===== src/rtl/sdram_txn_scheduler_if.sv =====
// Shared AHB-Lite request bus seen by the scheduler and by both
// slaves (golden SDRAM model and DUV).
interface sdram_txn_scheduler_if;
  logic [31:0] HADDR;
  logic [1:0]  HTRANS;
  logic        HWRITE;
  logic [31:0] HWDATA;
  logic        golden_HREADY;
  logic        duv_HREADY;
  logic [31:0] golden_HRDATA;
  logic [31:0] duv_HRDATA;

  modport master (
    output HADDR, HTRANS, HWRITE, HWDATA,
    input  golden_HREADY, duv_HREADY,
    input  golden_HRDATA, duv_HRDATA
  );

  modport slave (
    input  HADDR, HTRANS, HWRITE, HWDATA,
    output golden_HREADY, duv_HREADY,
    output golden_HRDATA, duv_HRDATA
  );
endinterface


===== src/rtl/sdram_txn_scheduler.sv =====
// Write pass then read-back pass over NUM_TXN words, comparing golden vs DUV.
// Optional STOP_ON_ERR_EN: finish at the first read mismatch.
module sdram_txn_scheduler #(
  parameter int          NUM_TXN   = 16,
  parameter logic [31:0] BASE_ADDR = 32'h0000_0000,
  parameter int          TIMEOUT   = 255
) (
  input  logic                         clk,
  input  logic                         reset,
  input  logic                         start,
  sdram_txn_scheduler_if.master        bus,
  output logic                         busy,
  output logic                         done,
  output logic                         timeout,
  output logic                         cmp_valid,
  output logic [31:0]                  cmp_golden,
  output logic [31:0]                  cmp_duv,
  output logic [15:0]                  err_count
);

  typedef enum logic [2:0] {
    S_IDLE,
    S_ADDR,
    S_DATA,
    S_CHECK,
    S_DONE
  } state_t;

  localparam logic [1:0]  T_IDLE = 2'b00;
  localparam logic [1:0]  T_NSEQ = 2'b10;
  localparam logic [15:0] LAST   = 16'(NUM_TXN - 1);
  localparam logic [15:0] TMAX   = 16'(TIMEOUT - 1);

`ifdef STOP_ON_ERR_EN
  localparam bit STOP = 1'b1;
`else
  localparam bit STOP = 1'b0;
`endif

  state_t      state;
  logic [15:0] idx;
  logic        pass;
  logic [15:0] wcnt;
  logic        gflag;
  logic        dflag;

  logic        last;
  logic [15:0] idx_nx;
  logic [31:0] addr_nx;
  logic        both_rdy;
  logic        g_ok;
  logic        d_ok;
  logic        mismatch;

  assign last     = (idx == LAST);
  assign idx_nx   = last ? 16'd0 : idx + 16'd1;
  assign addr_nx  = BASE_ADDR + {14'd0, idx_nx, 2'b00};
  assign both_rdy = bus.golden_HREADY & bus.duv_HREADY;
  assign g_ok     = gflag | bus.golden_HREADY;
  assign d_ok     = dflag | bus.duv_HREADY;
  // X/Z on either captured word counts as a mismatch
  assign mismatch = (cmp_golden !== cmp_duv);

  always_ff @(posedge clk or posedge reset) begin
    if (reset) begin
      state      <= S_IDLE;
      idx        <= '0;
      pass       <= 1'b0;
      wcnt       <= '0;
      gflag      <= 1'b0;
      dflag      <= 1'b0;
      bus.HADDR  <= '0;
      bus.HTRANS <= T_IDLE;
      bus.HWRITE <= 1'b0;
      bus.HWDATA <= '0;
      busy       <= 1'b0;
      done       <= 1'b0;
      timeout    <= 1'b0;
      cmp_valid  <= 1'b0;
      cmp_golden <= '0;
      cmp_duv    <= '0;
      err_count  <= '0;
    end else begin
      cmp_valid <= 1'b0;
      unique case (state)
        S_IDLE, S_DONE: begin
          if (start) begin
            state      <= S_ADDR;
            idx        <= '0;
            pass       <= 1'b0;
            wcnt       <= '0;
            gflag      <= 1'b0;
            dflag      <= 1'b0;
            timeout    <= 1'b0;
            err_count  <= '0;
            bus.HADDR  <= BASE_ADDR;
            bus.HTRANS <= T_NSEQ;
            bus.HWRITE <= 1'b1;
            busy       <= 1'b1;
            done       <= 1'b0;
          end
        end
        S_ADDR: begin
          if (both_rdy) begin
            state      <= S_DATA;
            wcnt       <= '0;
            bus.HTRANS <= T_IDLE;
            bus.HWRITE <= 1'b0;
            bus.HWDATA <= pass ? 32'd0 : {~idx, idx};
          end else if (wcnt == TMAX) begin
            state      <= S_DONE;
            timeout    <= 1'b1;
            busy       <= 1'b0;
            done       <= 1'b1;
            bus.HTRANS <= T_IDLE;
            bus.HWRITE <= 1'b0;
          end else begin
            wcnt <= wcnt + 16'd1;
          end
        end
        S_DATA: begin
          // each side completes on its own; first capture is kept
          if (!gflag && bus.golden_HREADY) begin
            gflag      <= 1'b1;
            cmp_golden <= bus.golden_HRDATA;
          end
          if (!dflag && bus.duv_HREADY) begin
            dflag   <= 1'b1;
            cmp_duv <= bus.duv_HRDATA;
          end
          if (g_ok && d_ok) begin
            gflag      <= 1'b0;
            dflag      <= 1'b0;
            wcnt       <= '0;
            bus.HWDATA <= '0;
            if (pass) begin
              state     <= S_CHECK;
              cmp_valid <= 1'b1;
            end else begin
              state      <= S_ADDR;
              idx        <= idx_nx;
              pass       <= last;
              bus.HADDR  <= addr_nx;
              bus.HTRANS <= T_NSEQ;
              bus.HWRITE <= ~last;
            end
          end else if (wcnt == TMAX) begin
            state      <= S_DONE;
            timeout    <= 1'b1;
            busy       <= 1'b0;
            done       <= 1'b1;
            gflag      <= 1'b0;
            dflag      <= 1'b0;
            bus.HWDATA <= '0;
          end else begin
            wcnt <= wcnt + 16'd1;
          end
        end
        S_CHECK: begin
          if (mismatch && err_count != 16'hFFFF)
            err_count <= err_count + 16'd1;
          if (last || (STOP && mismatch)) begin
            state <= S_DONE;
            busy  <= 1'b0;
            done  <= 1'b1;
          end else begin
            state      <= S_ADDR;
            idx        <= idx_nx;
            wcnt       <= '0;
            bus.HADDR  <= addr_nx;
            bus.HTRANS <= T_NSEQ;
            bus.HWRITE <= 1'b0;
          end
        end
        default: state <= S_IDLE;
      endcase
    end
  end

endmodule


===== src/flat_wrapper.sv =====
// flat-port wrapper written by rule: the top's interface ports become plain ports
module sdram_txn_scheduler_flat 
#(
  parameter int          NUM_TXN   = 16,
  parameter logic [31:0] BASE_ADDR = 32'h0000_0000,
  parameter int          TIMEOUT   = 255
)
  (clk, reset, start, busy, done, timeout, cmp_valid, cmp_golden, cmp_duv, err_count, bus_HADDR, bus_HTRANS, bus_HWRITE, bus_HWDATA, bus_golden_HREADY, bus_duv_HREADY, bus_golden_HRDATA, bus_duv_HRDATA);
  sdram_txn_scheduler_if bus_i ();
  input  logic clk;
  input  logic reset;
  input  logic start;
  output logic busy;
  output logic done;
  output logic timeout;
  output logic cmp_valid;
  output logic [31:0] cmp_golden;
  output logic [31:0] cmp_duv;
  output logic [15:0] err_count;
  output wire logic [$bits(bus_i.HADDR)-1:0] bus_HADDR;
  output wire logic [$bits(bus_i.HTRANS)-1:0] bus_HTRANS;
  output wire logic [$bits(bus_i.HWRITE)-1:0] bus_HWRITE;
  output wire logic [$bits(bus_i.HWDATA)-1:0] bus_HWDATA;
  input wire logic [$bits(bus_i.golden_HREADY)-1:0] bus_golden_HREADY;
  input wire logic [$bits(bus_i.duv_HREADY)-1:0] bus_duv_HREADY;
  input wire logic [$bits(bus_i.golden_HRDATA)-1:0] bus_golden_HRDATA;
  input wire logic [$bits(bus_i.duv_HRDATA)-1:0] bus_duv_HRDATA;
  assign bus_HADDR = bus_i.HADDR;
  assign bus_HTRANS = bus_i.HTRANS;
  assign bus_HWRITE = bus_i.HWRITE;
  assign bus_HWDATA = bus_i.HWDATA;
  assign bus_i.golden_HREADY = bus_golden_HREADY;
  assign bus_i.duv_HREADY = bus_duv_HREADY;
  assign bus_i.golden_HRDATA = bus_golden_HRDATA;
  assign bus_i.duv_HRDATA = bus_duv_HRDATA;
  sdram_txn_scheduler #(.NUM_TXN(NUM_TXN), .BASE_ADDR(BASE_ADDR), .TIMEOUT(TIMEOUT)) u_core (.clk(clk), .reset(reset), .start(start), .bus(bus_i), .busy(busy), .done(done), .timeout(timeout), .cmp_valid(cmp_valid), .cmp_golden(cmp_golden), .cmp_duv(cmp_duv), .err_count(err_count));
endmodule

===== config.mk =====
export PLATFORM = sky130hd
export DESIGN_NAME = sdram_txn_scheduler_flat
export DESIGN_NICKNAME = d
export VERILOG_FILES = /design/src/rtl/sdram_txn_scheduler_if.sv /design/src/rtl/sdram_txn_scheduler.sv /design/src/flat_wrapper.sv
export SDC_FILE = /design/constraint.sdc
export NUM_CORES = 1
export LEC_CHECK = 0
export CORE_ASPECT_RATIO = 1.4
export CORE_MARGIN = 2
export CORE_UTILIZATION = 48
export DETAILED_ROUTE_END_ITERATION = 12
export PLACE_DENSITY_LB_ADDON = 0.3
export SYNTH_ARGS = -nofsm -noshare
export SYNTH_HDL_FRONTEND = slang
export SYNTH_SLANG_ARGS = --single-unit

===== constraint.sdc =====
create_clock -name clk -period 7.3 [get_ports clk]
set_clock_uncertainty 0.2 [all_clocks]
set_input_delay 1.46 -clock clk [delete_from_list [all_inputs] [get_ports clk]]
set_output_delay 1.46 -clock clk [all_outputs]
set_load 0.01 [all_outputs]

==> implementation parameters <==
Parameter                              Value

Synthesis
  Synth Register Bits ... 156
  Unique masters post-synth ... 51
  Most frequent cell after synthesis ... dfrtp_1
  Synth area leader ... dfrtp_1
  Proportion of synthesized chip area in sequential cells ... 0.530
  Share of flip-flops with an asynchronous set or reset ... 1.00
  Yosys warns ... 0
  Primary flip-flop cell chosen by synthesis mapping ... dfrtp_1
  Synthesized area divided by synthesized cell count ... 10.7 um^2
  Number of cells produced by synthesis ... 689
  Post-synth EDFFs ... 0
  Share of the synthesized area in the top cell type ... 0.530
  Netlist Area Pre-Place ... 7370 um^2
  Leading cell types by count after synthesis ... 156 x dfrtp_1, 102 x nand2_1, 64 x mux2_2, 63 x o21ai_0
  Top cells by area, synth ... dfrtp_1 53%, mux2_2 9.8%, nand2_1 5.2%

Global routing
  Global Route Usage Sum ... 0.246
  Via count of the first global-routing pass ... 6105
  Total global routing overflow ... 0
  Largest net degree at the start of global routing ... 111
  Initial antenna violation count ... 0
  Global-route wire length before repair ... 30.9 mm

Critical path
  Highest fanout seen on the critical path ... 19
  Most numerous cell on the critical path ... o21ai_0
  Worst endpoint required time ... 7.44 ns
  Crit path arrival time ... 4.05 ns
  Crit-path slowest cell ... a221oi_2
  Chain of cells forming the critical path ... clkdlybuf4s50_1, o22ai_1, nor3_1, a221oi_2, o21ai_0, o21ai_0
  Delay of the slowest cell on the worst path ... 1.02 ns
  WS Path Type ... input pin to flop
  Crit end category ... flop
  Minimum setup slack among reg-to-reg paths ... 4.20 ns
  Family of cells with the greatest summed delay on the critical path ... compound AO/OA/AOI/OAI gates
  Startpoint types ... input pin
  Buf+Inv Stages, Crit Path ... 1

STA
  Worst hold slack after final layout ... 0.272 ns
  Final-report max-slew violation count ... 0
  Setup ws final ... 3.39 ns
  Final setup violating endpoints ... 0
  Final critical-path required period ... 3.91 ns
  Worst Max-Slew Pin Slew ... 1.21 ns
  Final cycle utilization of the critical path ... 0.535
  Setup repair after global routing missed its margin ... no
  Final hold violation count ... 0
  Sum of negative setup slack ... 0 ns
  Top achievable clock speed ... 256 MHz
  Tightest slew margin relative to the limit ... 0.197

Cells and area
  Nets ... 954
  Final antenna diode count ... 0
  Final standard cell count with taps included and fillers excluded ... 1086
  Fraction of layout cells with a size suffix above 1 ... 0.125
  Area Overhead vs Synth ... 35.9%
  Filler cell count ... 1198

Floorplanning
  Die footprint ... 16400 um^2
  IO Count ... 220
  Initial core utilization ... 0.492
  Die extent in x ... 109 um
  Die Y-Extent ... 151 um
  Rows ... 53
  Core area ... 15000 um^2

Clocking
  H-tree depth reported by CTS ... 4
  Clock-pin slew on the worst setup and hold paths ... 0.06 ns
  Clk Tree Root Cell ... clkbuf_16
  Clock network latency to the later pin of the worst-skew pair ... 0.43 ns
  CTS Buffer Depth ... 2
  Post CTS Setup Buffer Count ... 0
  TritonCTS Sinks ... 156
  Clock tree from TritonCTS ... yes
  Clock buffers created by TritonCTS ... 17
  Post_cts resized ... 0
  Number of hold buffers added after cts ... 0

Placement
  Dpl hpwl ... 13.4 mm
  Input/output buffers ... 202
  Gp weighted congestion ... 0.843
  # placed instances ... 1054
  Pre-CTS worst setup slack ... 3.04 ns

Route
  Routed wirelength normalized by instance count ... 17.3 um
  DRT Pass-1 Iters ... 4
  Final ANT Viol Nets ... 0
  Starting DRC count in detailed routing ... 286
  Vias per cell ... 5.45
  Routed WL ... 18.8 mm
  Total via count in the routed design ... 5918
  DRC violations left ... 0

Power and ir drop
  LEAKAGE ... 0.00427 uW
  Tot Pwr ... 3790 uW
  Largest voltage drop on the vdd net ... 0.000235 V
  Power density over the cells ... 379 nW/um^2

Flow run
  Count of max-cap constraint violations ... 0

Hold path
  Worst hold path class ... flop to flop

Status
  Result of the run ... complete, no violations
-- through the flow --
| stage | util | instance area [um^2] |
|---|---|---|
| after floorplan | - | 7430 |
| after global placement | 0.630 | 9450 |
| after detailed placement | 0.630 | 9450 |
| after CTS | 0.668 | 10000 |
| after global routing | 0.668 | 10000 |
| final | 0.668 | 10000 |
-- worst reg2reg max path, delay by kind of cell, from the launching register on --
| family | cells | cell delay [ns] |
|---|---|---|
| AOI/OAI and AO/OA | 3 | 1.48 |
| adders and majority gates | 1 | 0.27 |
| and+or+nand+nor | 2 | 0.54 |
| DFF | 1 | 0.53 |
-- layout make-up --
class	instances	area [um^2]	share of cell area
clock buffer	17	425	0.0425
clock inverter	15	140	0.0140
tap	192	240	0.0240
inverter	8	35.0	0.00350
sequential	156	3900	0.390
multi-input combinational	492	3220	0.321
timing repair buffer	206	2050	0.205
-- metal layers --
metal / share of wire / vias up / global-route usage
met4: 0.022 / 0 / 0.0994
met5: 0 / - / 0
li1: - / 2794 / -
met1: 0.38 / 2868 / 0.278
met3: 0.088 / 37 / 0.0922
met2: 0.51 / 219 / 0.416
-- cell usage in the layout (no fill, tap or decap), types with 5 or more instances in the layout --
| cell | Yosys | layout |
|---|---|---|
| clkdlybuf4s50_1 | 0 | 202 |
| dfrtp_1 | 156 | 156 |
| nand2_1 | 102 | 102 |
| mux2_2 | 64 | 64 |
| o21ai_0 | 63 | 63 |
| nor2_1 | 32 | 32 |
| xnor2_1 | 32 | 32 |
| nand4_1 | 24 | 24 |
| o31ai_1 | 22 | 22 |
| nand3_1 | 19 | 19 |
| conb_1 | 1 | 17 |
| clkbuf_16 | 0 | 17 |
| mux2i_1 | 16 | 16 |
| and3_1 | 12 | 12 |
| a21oi_1 | 10 | 10 |
| a31oi_1 | 9 | 9 |
| inv_1 | 8 | 7 |
| nor4_1 | 7 | 7 |
| and4_1 | 7 | 7 |
| nor3_1 | 5 | 5 |
| nand2b_1 | 5 | 5 |
| xor2_1 | 5 | 5 |
| clkinv_4 | 0 | 5 |
-- power by group --
part / leakage, uW / switching, uW / internal [uW]
logic: 0.00200 / 725 / 839
registers: 0.00201 / 251 / 1130
clock network: 0.000266 / 375 / 473
total: 0.00427 / 1350 / 2440
-- state kept, by name, summed over array words and instances, names as in the netlist --
register and flops:
u_core.cmp_valid 1, u_core.cmp_golden 32, u_core.timeout 1, u_core.bus.HWDATA 32, u_core.err_count 16, u_core.bus.HWRITE 1, u_core.idx 16, u_core.done 1
u_core.state 3, u_core.dflag 1, u_core.busy 1, u_core.wcnt 16, u_core.cmp_duv 32, u_core.pass 1, u_core.bus.HTRANS 1, u_core.gflag 1
-- cells by family after synthesis --
kind of cell             share of synthesized area
AND/OR/NAND/NOR                              0.162
flip-flops                                   0.530
AO/OA/AOI/OAI                               0.0956
multiplexers                                 0.120
buffers and inverters                       0.0419
XOR/XNOR                                    0.0440
adder cells (fa/ha/maj)                    0.00679
other                                     0.000509
-- final timing paths --
| path | to | cells past startpoint | startpoint |
|---|---|---|---|
| min | u_core.bus.HWDATA[28]$_DFFE_PP0P_ | 2 | u_core.bus.HWDATA[28]$_DFFE_PP0P_ |
| max | u_core.idx[11]$_DFFE_PP0P_ | 6 | bus_golden_HREADY |
| max reg2reg | u_core.idx[11]$_DFFE_PP0P_ | 6 | u_core.idx[0]$_DFFE_PP0P_ |
| min in group asynchronous | u_core.cmp_golden[22]$_DFFE_PP0P_ | 2 | reset |
| min reg2reg | u_core.bus.HWDATA[28]$_DFFE_PP0P_ | 2 | u_core.bus.HWDATA[28]$_DFFE_PP0P_ |
| max in group asynchronous | u_core.cmp_duv[2]$_DFFE_PP0P_ | 3 | reset |
No activity file was read; power rests on OpenSTA's default activity.
